$ cat src/rtl/icela_frame_rx_pkg.sv
// Shared constants, state codes and payload layout for the icela frame receiver.
package icela_frame_rx_pkg;

  localparam logic [7:0]  SYNC_BYTE    = 8'h0A;
  localparam int unsigned FRAME_LEN    = 5;
  localparam int unsigned OS_WIDTH_DEF = 10;
  localparam int unsigned OS_INCR_DEF  = 157;

  // Bit-level receiver states
  localparam logic [2:0] BIT_IDLE  = 3'd0;
  localparam logic [2:0] BIT_START = 3'd1;
  localparam logic [2:0] BIT_DATA  = 3'd2;
  localparam logic [2:0] BIT_STOP  = 3'd3;
  localparam logic [2:0] BIT_BRK   = 3'd4;

  // Frame-level decoder states
  localparam logic [2:0] FRM_HUNT = 3'd0;
  localparam logic [2:0] FRM_P0   = 3'd1;
  localparam logic [2:0] FRM_P1   = 3'd2;
  localparam logic [2:0] FRM_P2   = 3'd3;
  localparam logic [2:0] FRM_P3   = 3'd4;

  // Decoded capture word
  typedef struct packed {
    logic [23:0] timebase;
    logic        oflow;
    logic [6:0]  pin;
  } icela_word_t;

  // Saturating 8-bit increment
  function automatic logic [7:0] sat_inc8(input logic [7:0] v);
    return (v == 8'hFF) ? v : v + 8'd1;
  endfunction

endpackage

$ cat src/rtl/icela_frame_rx_uart_rx_os.sv
// 8N1 UART receiver: 2-FF synchroniser, fractional 16x oversample tick, bit FSM.
module uart_rx_os
  import icela_frame_rx_pkg::*;
#(
  parameter int unsigned OS_WIDTH = OS_WIDTH_DEF,
  parameter int unsigned OS_INCR  = OS_INCR_DEF
) (
  input  logic       clk,
  input  logic       reset,
  input  logic       rx,
  output logic [7:0] data,
  output logic       byte_stb,
  output logic       frame_err
);

  localparam int unsigned SUM_W = OS_WIDTH + 1;

  logic                rx_meta_q, rxs_q;
  logic [OS_WIDTH-1:0] acc_q;
  logic [SUM_W-1:0]    acc_sum_c;
  logic                os_tick_c;

  logic [2:0] state_q, state_d;
  logic [3:0] tcnt_q, tcnt_d;
  logic [2:0] bitcnt_q, bitcnt_d;
  logic [7:0] shreg_q, shreg_d;
  logic       byte_stb_q, byte_stb_d;
  logic       frame_err_q, frame_err_d;

  assign acc_sum_c = {1'b0, acc_q} + SUM_W'(OS_INCR);
  assign os_tick_c = acc_sum_c[OS_WIDTH];

  // Synchroniser (reset to idle-high so reset never looks like a start bit) and tick accumulator
  always_ff @(posedge clk or posedge reset) begin
    if (reset) begin
      rx_meta_q <= 1'b1;
      rxs_q     <= 1'b1;
      acc_q     <= '0;
    end else begin
      rx_meta_q <= rx;
      rxs_q     <= rx_meta_q;
      acc_q     <= acc_sum_c[OS_WIDTH-1:0];
    end
  end

  // Bit FSM state register
  always_ff @(posedge clk or posedge reset) begin
    if (reset) begin
      state_q     <= BIT_IDLE;
      tcnt_q      <= '0;
      bitcnt_q    <= '0;
      shreg_q     <= '0;
      byte_stb_q  <= 1'b0;
      frame_err_q <= 1'b0;
    end else begin
      state_q     <= state_d;
      tcnt_q      <= tcnt_d;
      bitcnt_q    <= bitcnt_d;
      shreg_q     <= shreg_d;
      byte_stb_q  <= byte_stb_d;
      frame_err_q <= frame_err_d;
    end
  end

  // Bit FSM next state: mid-bit sampling, 16 ticks per bit after the start-bit midpoint
  always_comb begin
    state_d     = state_q;
    tcnt_d      = tcnt_q;
    bitcnt_d    = bitcnt_q;
    shreg_d     = shreg_q;
    byte_stb_d  = 1'b0;
    frame_err_d = 1'b0;
    if (os_tick_c) begin
      case (state_q)
        BIT_IDLE: begin
          if (!rxs_q) begin
            state_d = BIT_START;
            tcnt_d  = '0;
          end
        end
        BIT_START: begin
          if (tcnt_q == 4'd7) begin
            if (rxs_q) begin
              state_d = BIT_IDLE;
            end else begin
              state_d  = BIT_DATA;
              tcnt_d   = '0;
              bitcnt_d = '0;
            end
          end else begin
            tcnt_d = tcnt_q + 4'd1;
          end
        end
        BIT_DATA: begin
          if (tcnt_q == 4'd15) begin
            tcnt_d  = '0;
            shreg_d = {rxs_q, shreg_q[7:1]};
            if (bitcnt_q == 3'd7) begin
              state_d = BIT_STOP;
            end else begin
              bitcnt_d = bitcnt_q + 3'd1;
            end
          end else begin
            tcnt_d = tcnt_q + 4'd1;
          end
        end
        BIT_STOP: begin
          if (tcnt_q == 4'd15) begin
            tcnt_d = '0;
            if (rxs_q) begin
              byte_stb_d = 1'b1;
              state_d    = BIT_IDLE;
            end else begin
              frame_err_d = 1'b1;
              state_d     = BIT_BRK;
            end
          end else begin
            tcnt_d = tcnt_q + 4'd1;
          end
        end
        BIT_BRK: begin
          if (rxs_q) begin
            state_d = BIT_IDLE;
          end
        end
        default: state_d = BIT_IDLE;
      endcase
    end
  end

  assign data      = shreg_q;
  assign byte_stb  = byte_stb_q;
  assign frame_err = frame_err_q;

endmodule

$ cat src/rtl/icela_frame_rx.sv
// Logic-analyzer stream receiver: UART bytes -> sync-framed 32-bit capture words.
module icela_frame_rx
  import icela_frame_rx_pkg::*;
#(
  parameter int unsigned OS_WIDTH = OS_WIDTH_DEF,
  parameter int unsigned OS_INCR  = OS_INCR_DEF
) (
  input  logic        clk,
  input  logic        reset,
  input  logic        rx,
  output logic [31:0] word,
  output logic        word_valid,
  output logic        frame_err,
  output logic [7:0]  err_cnt
);

  logic [7:0] rx_data;
  logic       rx_stb;
  logic       rx_ferr;

  logic [2:0]  fstate_q, fstate_d;
  logic [23:0] sreg_q, sreg_d;
  icela_word_t word_q, word_d;
  logic        word_valid_q, word_valid_d;
  logic        frame_err_q, frame_err_d;
  logic [7:0]  err_cnt_q, err_cnt_d;

  uart_rx_os #(
    .OS_WIDTH (OS_WIDTH),
    .OS_INCR  (OS_INCR)
  ) u_uart (
    .clk       (clk),
    .reset     (reset),
    .rx        (rx),
    .data      (rx_data),
    .byte_stb  (rx_stb),
    .frame_err (rx_ferr)
  );

  // Frame FSM and output registers
  always_ff @(posedge clk or posedge reset) begin
    if (reset) begin
      fstate_q     <= FRM_HUNT;
      sreg_q       <= '0;
      word_q       <= '0;
      word_valid_q <= 1'b0;
      frame_err_q  <= 1'b0;
      err_cnt_q    <= '0;
    end else begin
      fstate_q     <= fstate_d;
      sreg_q       <= sreg_d;
      word_q       <= word_d;
      word_valid_q <= word_valid_d;
      frame_err_q  <= frame_err_d;
      err_cnt_q    <= err_cnt_d;
    end
  end

  // Frame FSM next state: sync only recognised in HUNT, stop errors abort a partial frame
  always_comb begin
    fstate_d     = fstate_q;
    sreg_d       = sreg_q;
    word_d       = word_q;
    word_valid_d = 1'b0;
    frame_err_d  = rx_ferr;
    err_cnt_d    = rx_ferr ? sat_inc8(err_cnt_q) : err_cnt_q;
    if (rx_ferr) begin
      fstate_d = FRM_HUNT;
    end else if (rx_stb) begin
      case (fstate_q)
        FRM_HUNT: begin
          if (rx_data == SYNC_BYTE) begin
            fstate_d = FRM_P0;
          end
        end
        FRM_P0: begin
          sreg_d   = {sreg_q[15:0], rx_data};
          fstate_d = FRM_P1;
        end
        FRM_P1: begin
          sreg_d   = {sreg_q[15:0], rx_data};
          fstate_d = FRM_P2;
        end
        FRM_P2: begin
          sreg_d   = {sreg_q[15:0], rx_data};
          fstate_d = FRM_P3;
        end
        FRM_P3: begin
          word_d       = icela_word_t'({sreg_q, rx_data});
          word_valid_d = 1'b1;
          fstate_d     = FRM_HUNT;
        end
        default: fstate_d = FRM_HUNT;
      endcase
    end
  end

  assign word       = word_q;
  assign word_valid = word_valid_q;
  assign frame_err  = frame_err_q;
  assign err_cnt    = err_cnt_q;

endmodule
$ cat config.mk
export PLATFORM = sky130hd
export DESIGN_NAME = icela_frame_rx
export DESIGN_NICKNAME = d
export VERILOG_FILES = /design/src/rtl/icela_frame_rx_pkg.sv /design/src/rtl/icela_frame_rx_uart_rx_os.sv /design/src/rtl/icela_frame_rx.sv
export SDC_FILE = /design/constraint.sdc
export NUM_CORES = 1
export LEC_CHECK = 0
export ABC_AREA = 1
export ABC_CLOCK_PERIOD_IN_PS = 3100
export CORE_ASPECT_RATIO = 0.9
export CORE_UTILIZATION = 51
export CTS_CLUSTER_SIZE = 40
export DETAILED_ROUTE_END_ITERATION = 8
export PLACE_DENSITY = 0.76
export SYNTH_ARGS = -nofsm -noshare
export SYNTH_HDL_FRONTEND = slang
export SYNTH_SLANG_ARGS = --single-unit
$ cat constraint.sdc
create_clock -name clk -period 3.1 [get_ports clk]
set_input_delay 0.62 -clock clk [delete_from_list [all_inputs] [get_ports clk]]
set_output_delay 0.62 -clock clk [all_outputs]
set_load 0.01 [all_outputs]
==> out/results.txt <==
status -> finished, final reports clean
RSZ-0062 raised after global routing -> no
Pwr per Cell Area -> 523 nW/um^2
max cap viols -> 0
wire length per cell -> 12.1 um
Mapped Nets -> 507
Detailed Place HPWL -> 5700 um
worst-path cell chain -> clkdlybuf4s50_1
maximum fanout along the worst path -> 6
critical setup path kind -> reg -> out
n_diodes -> 0
RePlAce Congestion -> 0.838
Synth cell types -> 31
crit path launch type -> flop
slowest CP cell -> clkdlybuf4s50_1
CTS buffer count -> 9
Slowest Stage Delay on Critical Path -> 0.58 ns
initial antenna violation count -> 0
register area share after synthesis -> 57.4%
# hold bufs at CTS -> 0
first-pass GRT wire length -> 13,900 um
asr flop ratio synth -> 100%
Worst-path clk slew -> 0.09 ns
Post-synth EDFFs -> 0
total grt overflow -> 0
post-synthesis cell count -> 499
Total Nets Final -> 552
synth warn -> 0
htree depth -> 3
PortBufs -> 44
Initial Util -> 53.6%
Mapped Area -> 4410 sq um
Area Overhead vs Synth -> 18.6%
final setup vio count -> 0
Synth area leader -> dfrtp_1
post-layout util -> 63.6%
Worst Skew -> 0.00845 ns
post-synth top area share -> 56.2%
via count -> 3,309
DRT antenna net count -> 0
clock tree sinks -> 101
Tmin final -> 2.00 ns
DR iter-0 viols -> 175
Worst-Margin Slew -> 0.767 ns
Critical Path Sink Type -> primary output
Top Ports -> 45
DRC viols -> 0
most common cell after layout, fill and taps aside -> nand2_1
clk_lat worst skew -> 0.35 ns
f_max -> 0.499 GHz
final setup TNS -> 0 ns
GRT Resource Usage Total -> 19.2%
worst path required time -> 2.48 ns
core box area -> 8220 sq um
Die H -> 90.2 um
CP Data Arrival Time -> 1.38 ns
vias in the first global route -> 3,064
Core Rows -> 31
Yosys reg bits -> 101
Final Hold Fails -> 0
final wirelength -> 8000 um
leading post-synthesis cells by cell area -> dfrtp_1 (56%), nand2_1 (14%), o21ai_0 (6.5%), inv_1 (4.4%), nand3_1 (3.3%)
die area -> 9020 sq um
die width -> 100 um
Worst slew margin -> 48.7%
post-CTS sizing -> 0
largest net degree at the start of global routing -> 49
Leakage -> 2.48 nW
fin. max-slew vios -> 0
hold crit path type -> reg -> reg
fin crit share -> 64.6%
Top FF cell, synth -> dfrtp_1
DRT Pass-1 Iters -> 4
CTS Root Cell -> clkbuf_8
Max Buffers Root-to-Sink -> 2
post-DR vias/cell -> 4.99
share of cells above drive strength 1 -> 8.21%
r2r setup slk -> 1.23 ns
syn_area_per_cell -> 8.83 sq um
worst vdd ir -> 316 uV
crit-path leading delay family -> buffers and inverters
CTS tree -> done
most frequent cells in the layout -> nand2_1 (161), dfrtp_1 (99), o21ai_0 (57)
Setup Buffers After CTS -> 0
fill cell count -> 696
Worst Path Buf+Inv -> 1
metrics by stage:
| stage | instances | instance area (sq um) | power (mW) | setup WS (ns) | hold slack (ns) |
|---|---|---|---|---|---|
| after floorplan | 499 | 4410 | 1.70 | 1.28 | 0.345 |
| after global placement | 648 | 4980 | 1.76 | 1.25 | 0.347 |
| after detailed placement | 648 | 4980 | 1.77 | 1.22 | 0.347 |
| after CTS | 663 | 5230 | 2.76 | 1.08 | 0.357 |
| after global routing | 663 | 5230 | 2.86 | 0.996 | 0.364 |
| final | 663 | 5230 | 2.73 | 1.10 | 0.355 |
routing by layer:
metal | up-vias | share of wire, % | global-route usage, %
li1 | 1678 | - | -
met1 | 1568 | 50 | 26.9
met2 | 55 | 46 | 30.3
met3 | 8 | 3.5 | 5.13
met4 | 0 | 1.1 | 3.99
met5 | - | 0 | 0
synth_stat cells (2+ instances only):
cell type and count:
buf_2 9, clkbuf_1 4, dfrtp_1 99, dfstp_2 2, ha_1 5, inv_1 52
inv_2 5, nand2_1 161, nand2_2 2, nand3_1 29, nand3b_1 2, nand4_1 5
nor2_1 23, nor2_2 3, nor2_4 2, nor3_1 7, nor4_1 2, o21ai_0 57
o21ai_2 7, xnor2_1 3, xor2_1 10
path summary, 6_finish.rpt:
path,from,to,cells past startpoint
worst max-delay path,err_cnt[4]$_DFFE_PP0P_,err_cnt[4],1
worst min-delay path,u_uart.rx_meta_q$_DFF_PP1_,u_uart.rxs_q$_DFF_PP1_,0
worst max register to register,fstate_q[0]$_DFFE_PP0P_,word[3]$_DFFE_PP0P_,4
worst min register to register,u_uart.rx_meta_q$_DFF_PP1_,u_uart.rxs_q$_DFF_PP1_,0
max in group asynchronous,reset,u_uart.rx_meta_q$_DFF_PP1_,3
min in group asynchronous,reset,sreg_q[23]$_DFFE_PP0P_,2
area by class of cell:
type | count | area (sq um) | area share, %
flip-flops and latches | 101 | 2530 | 48.4
multi-input cells | 326 | 1590 | 30.5
repair buffers | 48 | 495 | 9.47
inverters | 58 | 221 | 4.23
well taps | 115 | 144 | 2.75
clock buffers | 10 | 138 | 2.63
clock inverters | 5 | 108 | 2.06
state kept, by name, indices dropped and copies added (netlist names):
| name | cells |
|---|---|
| word | 32 |
| u_uart.frame_err | 1 |
| u_uart.bitcnt_q | 3 |
| err_cnt | 8 |
| u_uart.data | 8 |
| u_uart.tcnt_q | 4 |
| fstate_q | 3 |
| u_uart.acc_q | 10 |
| sreg_q | 24 |
| u_uart.state_q | 3 |
| u_uart.rxs_q | 1 |
| word_valid | 1 |
| frame_err | 1 |
| u_uart.byte_stb | 1 |
| u_uart.rx_meta_q | 1 |
worst reg2reg max path, stage by stage, from the launching register on:
cell     delay [ns]
dfrtp_1        0.44
nor2_1         0.21
nand3_2        0.51
buf_4          0.44
o21ai_0        0.19
kinds of logic (layout without fill, tap and decap cells):
| logic type | Yosys count | in the layout | synth area share, % |
|---|---|---|---|
| xor gates and xnor gates | 13 | 13 | 2.58 |
| AOI/OAI and AO/OA | 69 | 69 | 8.57 |
| and+or+nand+nor | 239 | 239 | 23.5 |
| adders and majority gates | 5 | 5 | 1.42 |
| buffers and inverters | 72 | 121 | 6.56 |
| DFF | 101 | 101 | 57.4 |
report_power, final:
group	internal, mW	total (mW)	switching (mW)
logic	0.113	0.334	0.222
clock network	0.558	0.985	0.427
registers	1.35	1.41	0.0620
Power figures use the tool's default switching activity.
==> edit 1 (same flow settings) <==
Set the package constant `OS_WIDTH_DEF` to 12 (it was 10).
--- a/src/rtl/icela_frame_rx_pkg.sv
+++ b/src/rtl/icela_frame_rx_pkg.sv
@@ -4,5 +4,5 @@
   localparam logic [7:0]  SYNC_BYTE    = 8'h0A;
   localparam int unsigned FRAME_LEN    = 5;
-  localparam int unsigned OS_WIDTH_DEF = 10;
+  localparam int unsigned OS_WIDTH_DEF = 12;
   localparam int unsigned OS_INCR_DEF  = 157;
 
Formal check against the unedited RTL: no difference found for any inputs over 10 cycles, from zero or initial values and one cycle with reset high; that may be too few to reach the edited logic, so the function may still have changed.
==> edit 1 against the original RTL <==
Non-clock buffer count down 1. Design area rose by 2.6%. Core utilization shrank 1.9 points. Worst hold slack better by 6.8 ps. Sequential cell count rose by 2. Fmax decreased by 0.20%. Wire length increased by 4.3%. Synthesized cell count increased by 6.6%. Worst setup slack worse by 4.1 ps. Synthesized area up 5.1%. Global-route usage increased by 0.59 points.
Power is not compared: it rests on default switching activity, and its combinational part moved more than twofold at a synthesized area within 25%.
==> edit 1: results (changes against the original RTL) <==
| Metric | Value |
|---|---|
| Outcome | `completed` |
| Syn Nets | `540 (+6.5%)` |
| Library cells used by synthesis | `35 (+13%)` |
| Layout area overhead | `15.8%` |
| XOR/XNOR share of the synthesized area | `0.0227 (-0.00314)` |
| Num sequential | `103 (+2.0%)` |
| HPWL Detailed | `5820 µm (+2.2%)` |
| Placed cell area | `5180 µm² (+4.0%)` |
| RR Startpoint | `fstate_q[0]` |
| Non-clk buf share | `0.0886 (-0.00612)` |
| Origin of the worst setup path | `err_cnt[2]` |
| GRT Overall Usage | `0.198 (+0.00592)` |
| Compound-Gate Fraction of Synth Area | `0.0943 (+0.00855)` |
| Most area-consuming cells after synthesis | `dfrtp_1, nand2_1, o21ai_0` |
| Tapcells | `119 (+3.5%)` |
| Synth Area in Adders | `0.0135 (-0.000686)` |
| Final-layout clock-cell area share | `0.0336 (-0.0133)` |
| Worst-Skew Late Latency | `370 ps (+20 ps)` |
| Largest net degree at the start of global routing | `104 (+110%)` |
| Synth top cells by count | `nand2_1, dfrtp_1, inv_1` |
| Cell count after synthesis | `532 (+6.6%)` |
| Leak pwr | `0.00249 µW` |
| Iteration count of the initial detailed-routing pass | `5 (+1)` |
| Dpl cells | `684 (+5.6%)` |
| Depth of the most critical reg-to-reg path | `5 (+1)` |
| Nonclk buf count | `47 (-2.1%)` |
| Seq area share | `0.481 (-0.00286)` |
| Synth async-reset ratio | `1.00 (unchanged)` |
| Detailed-route via count | `3475 (+5.0%)` |
| FILL cells | `747 (+7.3%)` |
| Drt first-iter violations | `127 (-27%)` |
| First-pass GRT wire length | `14700 µm (+6.0%)` |
| Sequential area share after synthesis | `0.557 (-0.0169)` |
| Reg2Reg Capture Point | `word[3]` |
| Critical path fanouts, max | `5 (-1)` |
| Share of layout cells above drive strength 1 | `0.0914 (+0.00926)` |
| Drt wl/cell | `11.9 µm (-1.1%)` |
| Commonest register cell after synthesis | `dfrtp_1` |
| Final Wtd Congestion | `0.859 (+2.5%)` |
| Crit-path leading delay family | `buffers and inverters` |
| Ant. Diodes | `0 (unchanged)` |
| Int Pwr | `1660 µW` |
| Multi-input gates | `353 (+8.3%)` |
| Non-filler cells, final | `699 (+5.4%)` |
| CP max stage cell | `clkdlybuf4s50_1` |
| Post-place setup slack | `1160 ps (-59.4 ps)` |
| Fraction of area in multi-input gates | `0.325 (+0.0198)` |
| Clock Skews | `10.2 ps (+1.72 ps)` |
| Final hold slack | `362 ps (+6.79 ps)` |
| Nets | `584 (+5.8%)` |
| Vias in the first global route | `3373 (+10%)` |
| Actual slew at the worst max-slew pin | `726 ps (-41.6 ps)` |
| Non-CTS inverters | `62 (+6.9%)` |
==> edit 1: cell types whose count changed in the layout (fill, tap and decap cells not counted), sizes merged, moves of 4 or more <==
| cell | delta |
|---|---|
| nor2 | +5 |
| nand2 | +17 |
| inv | +4 |
| nand3 | +4 |
==> edit 1: power by group through the flow <==
stage                     Clock, µW  Combinational [µW]  Sequential [µW]
after floorplan                   0                32.8             1370
after global placement            0                45.5             1380
after detailed placement          0                46.3             1380
after CTS                       805                46.3             1350
after global routing            844                52.0             1350
final                           770                43.9             1350
==> edit 1: metal layers <==
layer	share of wire	vias up	global-route usage
li1	-	1775	-
met1	0.46	1629	0.238
met2	0.49	59	0.343
met3	0.035	12	0.0423
met4	0.015	0	0.0786
met5	0	-	0
==> edit 1: worst max path at each step <==
stage	end	cells past startpoint	slack, ps
6_report	err_cnt[2]	1	1090
5_1_grt	word[2]	4	910
4_1_cts	err_cnt[2]	1	1080
3_5_place_dp	word[8]	5	1160
3_3_place_gp	word[2]	5	1260
2_1_floorplan	err_cnt[0]	1	1250
==> edit 2 (config.mk and constraints unchanged) <==
Made on the original files. The output `word_valid` loses its register stage (`word_valid_q` becomes a continuous assignment).
--- a/src/rtl/icela_frame_rx.sv
+++ b/src/rtl/icela_frame_rx.sv
@@ -44,5 +44,4 @@
       sreg_q       <= '0;
       word_q       <= '0;
-      word_valid_q <= 1'b0;
       frame_err_q  <= 1'b0;
       err_cnt_q    <= '0;
@@ -51,9 +50,10 @@
       sreg_q       <= sreg_d;
       word_q       <= word_d;
-      word_valid_q <= word_valid_d;
       frame_err_q  <= frame_err_d;
       err_cnt_q    <= err_cnt_d;
     end
   end
+
+  assign word_valid_q = word_valid_d;
 
   // Frame FSM next state: sync only recognised in HUNT, stop errors abort a partial frame
Formal check against the unedited RTL: no difference found for any inputs over 10 cycles, from zero or initial values and one cycle with reset high; that may be too few to reach the edited logic, so the function may still have changed.
==> edit 2 against the original RTL <==
Design area decreased by 1.4%. Clock power decreased by 13%. Wire length increased by 1.6%. Sequential cell count decreased by 1. Sequential share of layout area increased by 0.21 points. Count of clock-buffer cells in the layout decreased by 1. Largest power group unchanged. Power decreased by 5.5%. Worst setup slack got worse by 470 ps. Critical path depth increased by 3. Synthesized area decreased by 0.57%.
==> edit 2: results (changes against the original RTL) <==
| Metric | Value |
|---|---|
| WL met3 | `385 µm (+38%)` |
| Clock Skews | `10.5 ps (+2.02 ps)` |
| Syn Nets | `506 (-0.20%)` |
| WL final | `8130 µm (+1.6%)` |
| Metal2 WL | `3790 µm (+3.4%)` |
| First-pass GRT wire length | `14500 µm (+4.2%)` |
| FILL cells | `693 (-0.43%)` |
| Most area-consuming cells after synthesis | `dfrtp_1, nand2_1, o21ai_0` |
| Syn avg cell area | `8.80 µm² (-0.37%)` |
| Synth Register Bits | `100 (-0.99%)` |
| Seq area share | `0.486 (+0.00207)` |
| WP data arrival | `1850 ps (+470 ps)` |
| Synth top cells by count | `nand2_1, dfrtp_1, o21ai_0` |
| Comb power | `326 µW (-2%)` |
| Met1 Track Usage GR | `0.273 (+0.00399)` |
| Non-clk buf share | `0.0937 (-0.00107)` |
| Met1 WL | `3860 µm (-2.9%)` |
| Clock power share | `0.330 (-0.030)` |
| Nets | `551 (-0.18%)` |
| Leak pwr | `0.00244 µW (-1.7%)` |
| Largest net degree at the start of global routing | `57 (+16%)` |
| Outcome | `completed` |
| Dpl cells | `647 (-0.15%)` |
| Actual slew at the worst max-slew pin | `573 ps (-195 ps)` |
| Critical path fanouts, max | `9 (+3)` |
| Post-place setup slack | `1030 ps (-186 ps)` |
| Int Pwr | `1840 µW (-9.2%)` |
| GRT Overall Usage | `0.202 (+0.00971)` |
| HPWL Detailed | `5660 µm (-0.57%)` |
| Grt met2 use | `0.320 (+0.0172)` |
| Sequential area share after synthesis | `0.572 (-0.00243)` |
| Vias in the first global route | `3203 (+4.5%)` |
| Power per cell area | `501 nW/µm² (-4.2%)` |
| Final Wtd Congestion | `0.805 (-3.9%)` |
[edit 2: worst paths after layout]
path                            slack, ps        startpoint           endpoint  depth (start not counted)
worst max-delay path                  630  u_uart.frame_err         word_valid                          4
worst min-delay path                  370  u_uart.rx_meta_q       u_uart.rxs_q                          0
worst max register to register       1390  u_uart.tcnt_q[1]  u_uart.state_q[1]                          8
worst min register to register        370  u_uart.rx_meta_q       u_uart.rxs_q                          0
max in group asynchronous            1740             reset        fstate_q[2]                          3
min in group asynchronous             650             reset  u_uart.state_q[2]                          2
[edit 2: kinds of logic (layout without fill, tap and decap cells)]
kind of cell	Yosys count	after routing	synth area share
XOR/XNOR	13	13	0.0260
AO/OA/AOI/OAI	69	69	0.0862
flip-flops	100	100	0.572
AND/OR/NAND/NOR	239	239	0.236
adder cells (fa/ha/maj)	5	5	0.0143
buffers and inverters	72	122	0.0659
[edit 2: worst max-delay path: stages, from the launching register on]
cell and delay, ps:
dfrtp_1 460, nor2_1 210, nand3_2 100, clkinv_1 160, clkdlybuf4s50_1 570
